==> src/rtl/usb_in_ep_scheduler.sv <==
// usb_in_ep_scheduler: shares the controller IN port between NUM_EP endpoint sources
// Ports: clk_i/reset_i (sync, active-high); endpt_i/txact_i/txpop_i/txpktfin_i from the controller;
//   ep_txdat_i/ep_txlen_i/ep_txcork_i from the endpoints, ep_txpop_o/ep_txact_o back to them;
//   txdat_o/txdat_len_o/txcork_o to the controller; active_ep_o/busy_o/pkt_done_o/err_o status.
module usb_in_ep_scheduler #(
  parameter int NUM_EP  = 4,
  parameter int LEN_W   = 12,
  parameter int TIMEOUT = 8192
) (
  input  logic                    clk_i,
  input  logic                    reset_i,
  input  logic [3:0]              endpt_i,
  input  logic                    txact_i,
  input  logic                    txpop_i,
  input  logic                    txpktfin_i,
  input  logic [8*NUM_EP-1:0]     ep_txdat_i,
  input  logic [LEN_W*NUM_EP-1:0] ep_txlen_i,
  input  logic [NUM_EP-1:0]       ep_txcork_i,
  output logic [NUM_EP-1:0]       ep_txpop_o,
  output logic [NUM_EP-1:0]       ep_txact_o,
  output logic [7:0]              txdat_o,
  output logic [LEN_W-1:0]        txdat_len_o,
  output logic                    txcork_o,
  output logic [3:0]              active_ep_o,
  output logic                    busy_o,
  output logic [NUM_EP-1:0]       pkt_done_o,
  output logic                    err_o
);
  localparam int TW = $clog2(TIMEOUT) + 1;
  localparam logic [TW-1:0] TMAX = TW'(TIMEOUT - 1);
  localparam logic [4:0] NEP = 5'(NUM_EP);
  typedef enum logic {IDLE, XFER} state_t;
  state_t state, state_n;
  logic txact_q, err_q, xfer, rise, valid, active, over, fwd, tmo;
  logic [3:0] sel_q, cur_ep;
  logic [LEN_W-1:0] len_q, pop_cnt, len_cur, cnt_cur;
  logic [TW-1:0] timer;
  logic [NUM_EP-1:0] done_q;
  logic [7:0] dat_a [16];
  logic [LEN_W-1:0] len_a [16];
  logic [15:0] cork_a;
  // Pad the endpoint views to all 16 selectable numbers so an invalid select reads
  // as a corked, empty endpoint without any out-of-range indexing.
  for (genvar k = 0; k < 16; k++) begin : g_pad
    if (k < NUM_EP) begin : g_ep
      assign dat_a[k]  = ep_txdat_i[8*k +: 8];
      assign len_a[k]  = ep_txlen_i[LEN_W*k +: LEN_W];
      assign cork_a[k] = ep_txcork_i[k];
    end else begin : g_none
      assign dat_a[k]  = '0;
      assign len_a[k]  = '0;
      assign cork_a[k] = 1'b1;
    end
  end
  always_comb begin
    xfer        = state == XFER;
    rise        = txact_i & ~txact_q;
    cur_ep      = xfer ? sel_q : endpt_i;
    valid       = {1'b0, cur_ep} < NEP;
    len_cur     = xfer ? len_q : len_a[cur_ep];
    cnt_cur     = xfer ? pop_cnt : '0;
    active      = (xfer | rise) & valid & ~reset_i;
    over        = txpop_i & active & (cnt_cur == len_cur);
    fwd         = txpop_i & active & ~over;
    tmo         = xfer & txact_i & (timer == TMAX);
    txdat_o     = over ? 8'h00 : dat_a[cur_ep];
    txdat_len_o = len_cur;
    txcork_o    = reset_i | cork_a[cur_ep];
    ep_txpop_o  = fwd ? NUM_EP'(1) << cur_ep : '0;
    ep_txact_o  = (xfer & valid & txact_i & ~reset_i) ? NUM_EP'(1) << sel_q : '0;
    busy_o      = xfer;
    active_ep_o = sel_q;
    pkt_done_o  = done_q;
    err_o       = err_q;
    state_n     = (!xfer && rise) ? XFER : (xfer && (!txact_i || tmo)) ? IDLE : state;
  end
  always_ff @(posedge clk_i) begin
    if (reset_i) begin
      state   <= IDLE;
      txact_q <= 1'b0;
      sel_q   <= '0;
      len_q   <= '0;
      pop_cnt <= '0;
      timer   <= '0;
      err_q   <= 1'b0;
      done_q  <= '0;
    end else begin
      state   <= state_n;
      txact_q <= txact_i;
      err_q   <= err_q | over | tmo;
      done_q  <= (xfer && txpktfin_i && valid && !tmo) ? NUM_EP'(1) << sel_q : '0;
      if (!xfer && rise) begin
        sel_q   <= endpt_i;
        len_q   <= len_a[endpt_i];
        pop_cnt <= LEN_W'(fwd);
        timer   <= '0;
      end else if (xfer) begin
        pop_cnt <= pop_cnt + LEN_W'(fwd);
        timer   <= timer + TW'(1);
      end
    end
  end
endmodule

==> config.mk <==
export PLATFORM = sky130hd
export DESIGN_NAME = usb_in_ep_scheduler
export DESIGN_NICKNAME = d
export VERILOG_FILES = /design/src/rtl/usb_in_ep_scheduler.sv
export SDC_FILE = /design/constraint.sdc
export NUM_CORES = 1
export LEC_CHECK = 0
export ABC_CLOCK_PERIOD_IN_PS = 4150
export CORE_ASPECT_RATIO = 0.9
export CORE_MARGIN = 4
export CORE_UTILIZATION = 44
export CTS_CLUSTER_DIAMETER = 200
export DETAILED_ROUTE_END_ITERATION = 10
export GPL_TIMING_DRIVEN = 0
export HOLD_SLACK_MARGIN = 0.06
export PLACE_DENSITY = 0.87
export SYNTH_ARGS = -nofsm -noshare
export SYNTH_HDL_FRONTEND = slang
export SYNTH_SLANG_ARGS = --single-unit
==> constraint.sdc <==
create_clock -name clk_i -period 4.15 [get_ports clk_i]
set_clock_uncertainty 0.15 [all_clocks]
set_input_delay 0.415 -clock clk_i [delete_from_list [all_inputs] [get_ports clk_i]]
set_output_delay 0.415 -clock clk_i [all_outputs]
set_load 0.01 [all_outputs]
# Word-level counts from Yosys, hierarchy flattened
# Index checks and enable logic that the tools add are counted.
# totals
out_inout_bits	39
ff_bits	49
elab_cells	74
# classes
n_lt_le_gt_ge	4
bitwise_logic	21
reduce_logical	13
n_eq_ne	2
n_shift	2
n_addsub	2
n_mux	21
# op_table
cell	n
$bmux 12 s4	2
$mux 12	6
$bmux 8 s4	1
$mux 8	3
$add 14x1->14 const B	1
$eq 14x13->1 const B	1
$add 12x1->12	1
$eq 12x12->1	1
$mux 4	3
$and 1x1->1	11
$ge 5x5->1 const B	2
$not 4->5	2
$shl 1x4->4 const A	2
$logic_and 1x1->1	5
$lt 4x5->1 const B	1
$mux 1	5
$bmux 1 s4	1
$lt 4x3->1 const B	1
$not 1->1	4
$or 1x1->1	4
$reduce_bool 2->1	2
$reduce_or 2->1	2
$logic_not 1->1	3
$logic_or 1x1->1	1

# Depth between registers and ports, before layout
# Gate-level depths: netlist of the first run.
# logic_depth
word_depth	13
depth_mapped	15
mapped_depth_nobuf	13

# Least setup slack after synthesis of the first run
# No wires, ideal clock.
# synth_timing
kind	reg-to-reg
start	register state, in the netlist busy_o
end	register pop_cnt[8]
stages_incl_launch_ff	15
t_required_ns	3.930
setup_time_ns	0.070
path_buffers	1
path_slack_ns	0.493
arrival_ns	3.437
path_cell_list	dfxtp_1 > clkbuf_1 > mux2_2 > a2111oi_4 > nor2_1 > nor3b_1 > o31ai_2 > o31ai_4 > inv_1 > ha_1 > ha_1 > nand2_1 > or3_1 > or3_1 > a21oi_1
# synth_between
elab_chain_len	11
word_cells_on_any_way	20
classes_between	add/sub: 1; order compare: 1; eq/ne: 1; mux: 6; bitwise: 8; reduce/logical: 3
# synth_lines
item	line	text
start, declared	33	state_t state, state_n;
start signal, assigned	88	state <= state_n;
$mux 4	58	cur_ep = xfer ? sel_q : endpt_i;
$not 4->5 (implied by the code)	60	len_cur = xfer ? len_q : len_a[cur_ep];
$bmux 12 s4	60	
$mux 12 (implied by the code) (2 in a row)	60	
$mux 12 *	60	
via txdat_len_o[5]	22	output logic [LEN_W-1:0] txdat_len_o,
$eq 12x12->1 *	63	over = txpop_i & active & (cnt_cur == len_cur);
$and 1x1->1 *	63	
$not 1->1 *	64	fwd = txpop_i & active & ~over;
$and 1x1->1 *	64	
$add 12x1->12 *	98	pop_cnt <= pop_cnt + LEN_W'(fwd);
end signal, assigned	95	pop_cnt <= LEN_W'(fwd);
end signal, assigned	98	
end, declared	36	logic [LEN_W-1:0] len_q, pop_cnt, len_cur, cnt_cur;
# Mark *: on every way through the listed nets, which the timed path passes. The rest lies on a longest branch. The select of a mux whose other input is x is not followed.
# A chain may end at the register's enable or synchronous reset.

# Worst setup path in the final report of the first run
# layout_timing
start	input ep_txlen_i[43]
end	output txdat_o[4]
# layout_between
elab_chain_len	7
# layout_lines
item	line	text
start, declared	17	input logic [LEN_W*NUM_EP-1:0] ep_txlen_i,
$bmux 12 s4	60	
$mux 12 (implied by the code) (2 in a row)	60	
$mux 12	60	
$eq 12x12->1	63	
$and 1x1->1	63	
$mux 8	66	txdat_o = over ? 8'h00 : dat_a[cur_ep];
end, declared	21	output logic [7:0] txdat_o,
# Every way passes these cells. The select of a mux whose other input is x is not followed.

==> impl_metrics.toml, run 1 <==
[status]
status = "finished clean"

[timing]
finalHoldWorstSlack_ns = 0.3482
setup-violations-final = 0
rsz0062_at_grt = "no"
tightest_slew_ns = 0.7163
hold_violations = 0
finalCritPeriodShare_pct = 95.45
layout_min_cycle_time_ns = 3.961
final.setup.tns_ns = 0
finalMaxSlewViolations = 0
fmax_mhz = 252.5
timing.final.ws_setup_ns = 0.1890
maxSlewHeadroom_pct = 52.24

[synthesis]
yosysUniqueCellTypes = 59
synth_enable_flop_cells = 0
synthArstFlopShare_pct = 0
syn_nets = 449
synth-seq-area-share_pct = 30.11
ys_warn_count = 0
synthesis.instances = 353
synthFlopType = "dfxtp_1"
avgSynthCellArea_um2 = 9.230
syn_area_um2 = 3258
yosys.area.top_type = "dfxtp_1"
yosysTopAreaCellShare_pct = 30.11
synth_seq_cells = 49
yosysMostFrequentCell = "dfxtp_1"
yosys-top-cells-count = "dfxtp_1 (49), nor2_1 (43), nand2_1 (24), mux4_2 (19)"
synthTopCellsByArea = "dfxtp_1 (30%), mux4_2 (13%), nor2_1 (5.0%), mux2i_1 (4.3%), a22o_1 (3.8%)"

[detailed_routing]
dr_total_vias = 3355
final_antenna_net_count = 0
drc_errors = 0
viasPerCell = 5.745
drt_first_pass_iters = 5
drtIter0Drc = 206
wl_per_cell_um = 17.31
routed_wl_um = 10110

[clock_tree]
cts_tree = "done"
clk_latency_ns = 0.31
cts.clk_slew.worst_paths_ns = 0.09
htree_levels = 2
hold_buffers = 0
cts-root-buf = "clkbuf_8"
numClockSinks = 49
clock_path_buffers = 2
cts_setup_buffers = 0
cts_buffers = 5

[grt]
track_usage_pct = 22.60
grt_first_pass_wirelength_um = 15870
antenna_found_initial = 0
gr-total-overflow = 0
grt_max_degree = 15
grt_pass1_vias = 3463

[placement]
port_buffers = 131
place_ws_ns = -0.4391
place_inst = 577
gp_congestion = 0.8810
placed_cell_area_um2 = 4686
dp_hpwl_um = 8300

[die]
pin_count = 132
die_height_um = 89.64
core_region_area_um2 = 7112
die_w_um = 98.71
rows = 29
die-area_um2 = 8847
initial_utilization_pct = 45.81

[finish]
fin_area_um2 = 4826
nets = 586
finalNonFillerCells = 584
drive_above_1_share_pct = 11.20
area.growth.synth_to_final_pct = 48.12
antennaDiodeCount = 0

[flow_run]
cap_violations = 0

[worst_setup_path]
worstSetupPathType = "in2out"
cp-start-kind = "input port"
crit_arrival_ns = 3.40
crit_fanout = 8
end_kind = "output port"
worstPathRequired_ns = 3.59

[power]
p_per_area_nw_per_um2 = 233.2
peakVddDrop_uv = 155.5
power_leakage_nw = 1.716

[hold_path]
hp-class = "reg2reg"
layout make-up:
class                      instances  area, µm²
clock inverter                     1      5.005
sequential                        49      982.2
clock buffer                       7      96.34
inverter                          14      52.55
buffer                            19      95.09
multi-input combinational        270       2168
fill                             569       2286
tap                               93      116.4
timing repair buffer             131       1310
worst max-delay path, stage by stage:
cell             delay, ns
clkdlybuf4s50_1       0.40
mux4_2                0.51
a22o_1                0.28
or4b_4                0.51
mux2i_4               0.17
a2bb2oi_2             0.23
a41oi_4               0.18
and2_1                0.21
clkdlybuf4s50_1       0.49
power breakdown:
group / leakage [nW] / switching, mW / internal (mW)
Sequential: 0.397 / 0.00974 / 0.478
Clock: 0.0542 / 0.161 / 0.151
Combinational: 1.26 / 0.138 / 0.188
Total: 1.72 / 0.309 / 0.817
cell families (layout without fill, tap and decap cells):
logic type | after synthesis | in the layout | synth area share [%]
DFF | 49 | 49 | 30.11
buffers and inverters | 34 | 172 | 4.416
and+or+nand+nor | 143 | 143 | 22.62
adders and majority gates | 3 | 3 | 1.152
muxes | 35 | 35 | 18.47
AOI/OAI and AO/OA | 65 | 65 | 16.78
xor gates and xnor gates | 24 | 24 | 6.452
worst paths after layout:
check | startpoint | to | slack [ns] | depth (start not counted)
setup / recovery | ep_txlen_i[43] | txdat_o[4] | 0.19 | 9
setup reg to reg | busy_o | pop_cnt[8] | 0.32 | 13
hold / removal | timer[7] | timer[7] | 0.35 | 2
hold reg to reg | timer[7] | timer[7] | 0.35 | 2
through the flow:
step           power [mW]  util (%)
3_3_place_gp       0.8076     65.89
3_5_place_dp       0.8168     65.89
2_1_floorplan      0.6522         -
5_1_grt             1.168     67.86
6_report            1.126     67.86
4_1_cts             1.128     67.73
sequential cells by signal (all words and copies together), names as in the netlist:
register and flops:
active_ep_o 4, busy_o 1, err_o 1, len_q 12
pkt_done_o 4, pop_cnt 12, timer 14, txact_q 1
placed cells by master (no fill, tap or decap), drive strengths merged, types with 3 or more instances in the layout:
cell type and n:
nand2 24, xor2 14, nand3b 4, clkbuf 20, or3 6, o21ai 10
o31ai 5, a22o 14, mux2i 15, mux4 19, ha 3, inv 14
xnor2 10, nand2b 6, buf 6, a22oi 5, nand4 8, clkdlybuf4s50 130
nor3 12, a31oi 3, and2 9, dfxtp 49, nor2b 5, nor2 44
a21oi 8, nand3 9, nor3b 5
metal layers:
metal / track usage [%] / routed length (µm)
met4: 9.181 / 273
met2: 42.91 / 5356
met1: 24.96 / 3861
met5: 0 / 0
met3: 4.788 / 616
timing repair:
item | CTS | global route
endpoints found under the setup margin | 14 | 12
gates cloned | 0 | 0
gates resized for setup | 8 | 4
pin swaps | 1 | 0
Note: power is estimated with default switching activity, not from simulation.
==> inputs of run 2 (changes only) <==
- CORE_MARGIN: 4 -> unset
==> run 2 against run 1 <==
  * Cell count stayed put
  * Non-clock buffer count is the same
  * Clock power rose by 15%
  * Critical path depth rose by 1
  * Total power rose by 4.0%
  * Cell area up 0.18%
  * Flip-flop and latch count stayed put
==> impl_metrics.toml, run 2 (synthesized netlist as in run 1, its figures left out) <==
[worst_setup_path]
crit_chain = "clkdlybuf4s50_1, clkbuf_4, mux4_2, a22oi_1, inv_1, o31ai_1, o22ai_1, o31ai_4, nor3_1, clkdlybuf4s50_1"
timing.critical_path.mode_cell = "clkdlybuf4s50_1"
path_buf_inv = 4
cp_top_family = "buffers and inverters"
slowest_stage = "clkdlybuf4s50_1"
crit_arrival_ns = 3.43
r2r_cells = 13
reg2reg_slack_ns = 0.22
worstPathRequired_ns = 3.59
r2r-start = "busy_o"
worstReg2RegEnd = "pop_cnt[8]"
cp-start-kind = "input port"
worstSetupPathType = "in2out"
cpPeakStageDelay_ns = 0.53
end_kind = "output port"
crit_fanout = 10

[detailed_routing]
drtIter0Drc = 137
final_antenna_net_count = 0
dr_total_vias = 3301
drc_errors = 0
wl_per_cell_um = 16.67
drt_first_pass_iters = 4
routed_wl_um = 9738
viasPerCell = 5.652

[power]
p_per_area_nw_per_um2 = 242.0
peakVddDrop_uv = 142.5
power_leakage_nw = 1.722

[timing]
finalMaxSlewViolations = 0
maxSlewHeadroom_pct = 50.13
final.setup.tns_ns = 0
tightest_slew_ns = 0.7376
fmax_mhz = 250.6
finalCritPeriodShare_pct = 96.17
rsz0062_at_grt = "no"
hold_violations = 0
layout_min_cycle_time_ns = 3.991
setup-violations-final = 0

[die]
die_w_um = 92.71
die_height_um = 83.64
rows = 29
die-area_um2 = 7753
core_region_area_um2 = 7112
initial_utilization_pct = 45.81
pin_count = 132

[placement]
gp_congestion = 0.8248
port_buffers = 131
placed_cell_area_um2 = 4686
dp_hpwl_um = 7918

[grt]
grt_max_degree = 15
antenna_found_initial = 0
track_usage_pct = 25.37
grt_pass1_vias = 3295
grt_first_pass_wirelength_um = 15680
gr-total-overflow = 0

[clock_tree]
cts_tree = "done"
clock_path_buffers = 2
clk_latency_ns = 0.30
cts_buffers = 5
numClockSinks = 49
hold_buffers = 0
cts_setup_buffers = 0
cts.clk_slew.worst_paths_ns = 0.09
cts-root-buf = "clkbuf_8"
htree_levels = 2

[finish]
final_cell_mix = "clkdlybuf4s50_1 (130), dfxtp_1 (48), nor2_1 (43)"
nets = 586
final_common_cell = "clkdlybuf4s50_1"
area.growth.synth_to_final_pct = 48.39
fill_cells = 577
largest_register_ff_count = 14
regMostFlops = "timer"
fin_area_um2 = 4835
antennaDiodeCount = 0
drive_above_1_share_pct = 10.79
finalCoreUtilization_pct = 67.98
reg_top3 = "timer (14), len_q (12), pop_cnt (12)"

[hold_path]
holdPathEnd = "len_q[3]"
hold_depth = 1
hp-class = "reg2reg"
min_from = "len_q[3]"

[flow_run]
cap_violations = 0

[status]
status = "finished clean"
==> run 2: routing by layer <==
layer	vias to the layer above	routed length, µm	track usage, %
met5	-	0	0
met4	0	170	6.853
met3	14	561	4.554
met2	131	5202	47.47
met1	1578	3805	29.30
li1	1578	-	-
==> run 2: layout make-up <==
cell class | count | area, µm² | area share (%)
well taps | 93 | 116.4 | 2.407
flip-flops and latches | 49 | 982.2 | 20.32
clock buffers | 7 | 86.33 | 1.786
multi-input cells | 270 | 2158 | 44.64
inverters | 14 | 52.55 | 1.087
repair buffers | 131 | 1310 | 27.10
plain buffers | 19 | 98.84 | 2.045
clock inverters | 1 | 30.03 | 0.6211
==> run 2: how the worst max path moves through the flow <==
stage	depth (start not counted)	to	startpoint
floorplan	14	pop_cnt[8]	busy_o
global placement	15	pop_cnt[10]	endpt_i[0]
detailed placement	15	pop_cnt[8]	endpt_i[0]
CTS	8	txdat_o[0]	busy_o
global route	11	ep_txpop_o[1]	endpt_i[1]
finish	10	ep_txpop_o[3]	endpt_i[1]
==> run 2: what timing repair did <==
| action | 4_1_cts | 5_1_grt |
|---|---|---|
| resized for setup | 6 | 5 |
| cloned | 0 | 0 |
| endpoints found under the setup margin | 14 | 14 |
| hold endpoints to repair | 0 | 0 |
| pin swaps | 1 | 1 |
==> run 2: per-stage QoR <==
stage	hold slack (ns)	std cells	setup WS (ns)	power, mW
global route	0.3688	584	0.005907	1.213
global placement	0.3075	577	-0.3965	0.8066
detailed placement	0.3341	577	-0.5482	0.8158
CTS	0.3537	584	0.1149	1.165
floorplan	0.2934	353	0.4932	0.6522
finish	0.3570	584	0.1590	1.170
==> run 2: power breakdown <==
group / leakage [nW] / internal [mW] / switching, mW
clock network: 0.0585 / 0.197 / 0.161
logic: 1.27 / 0.188 / 0.136
registers: 0.397 / 0.478 / 0.00980
total: 1.72 / 0.863 / 0.307
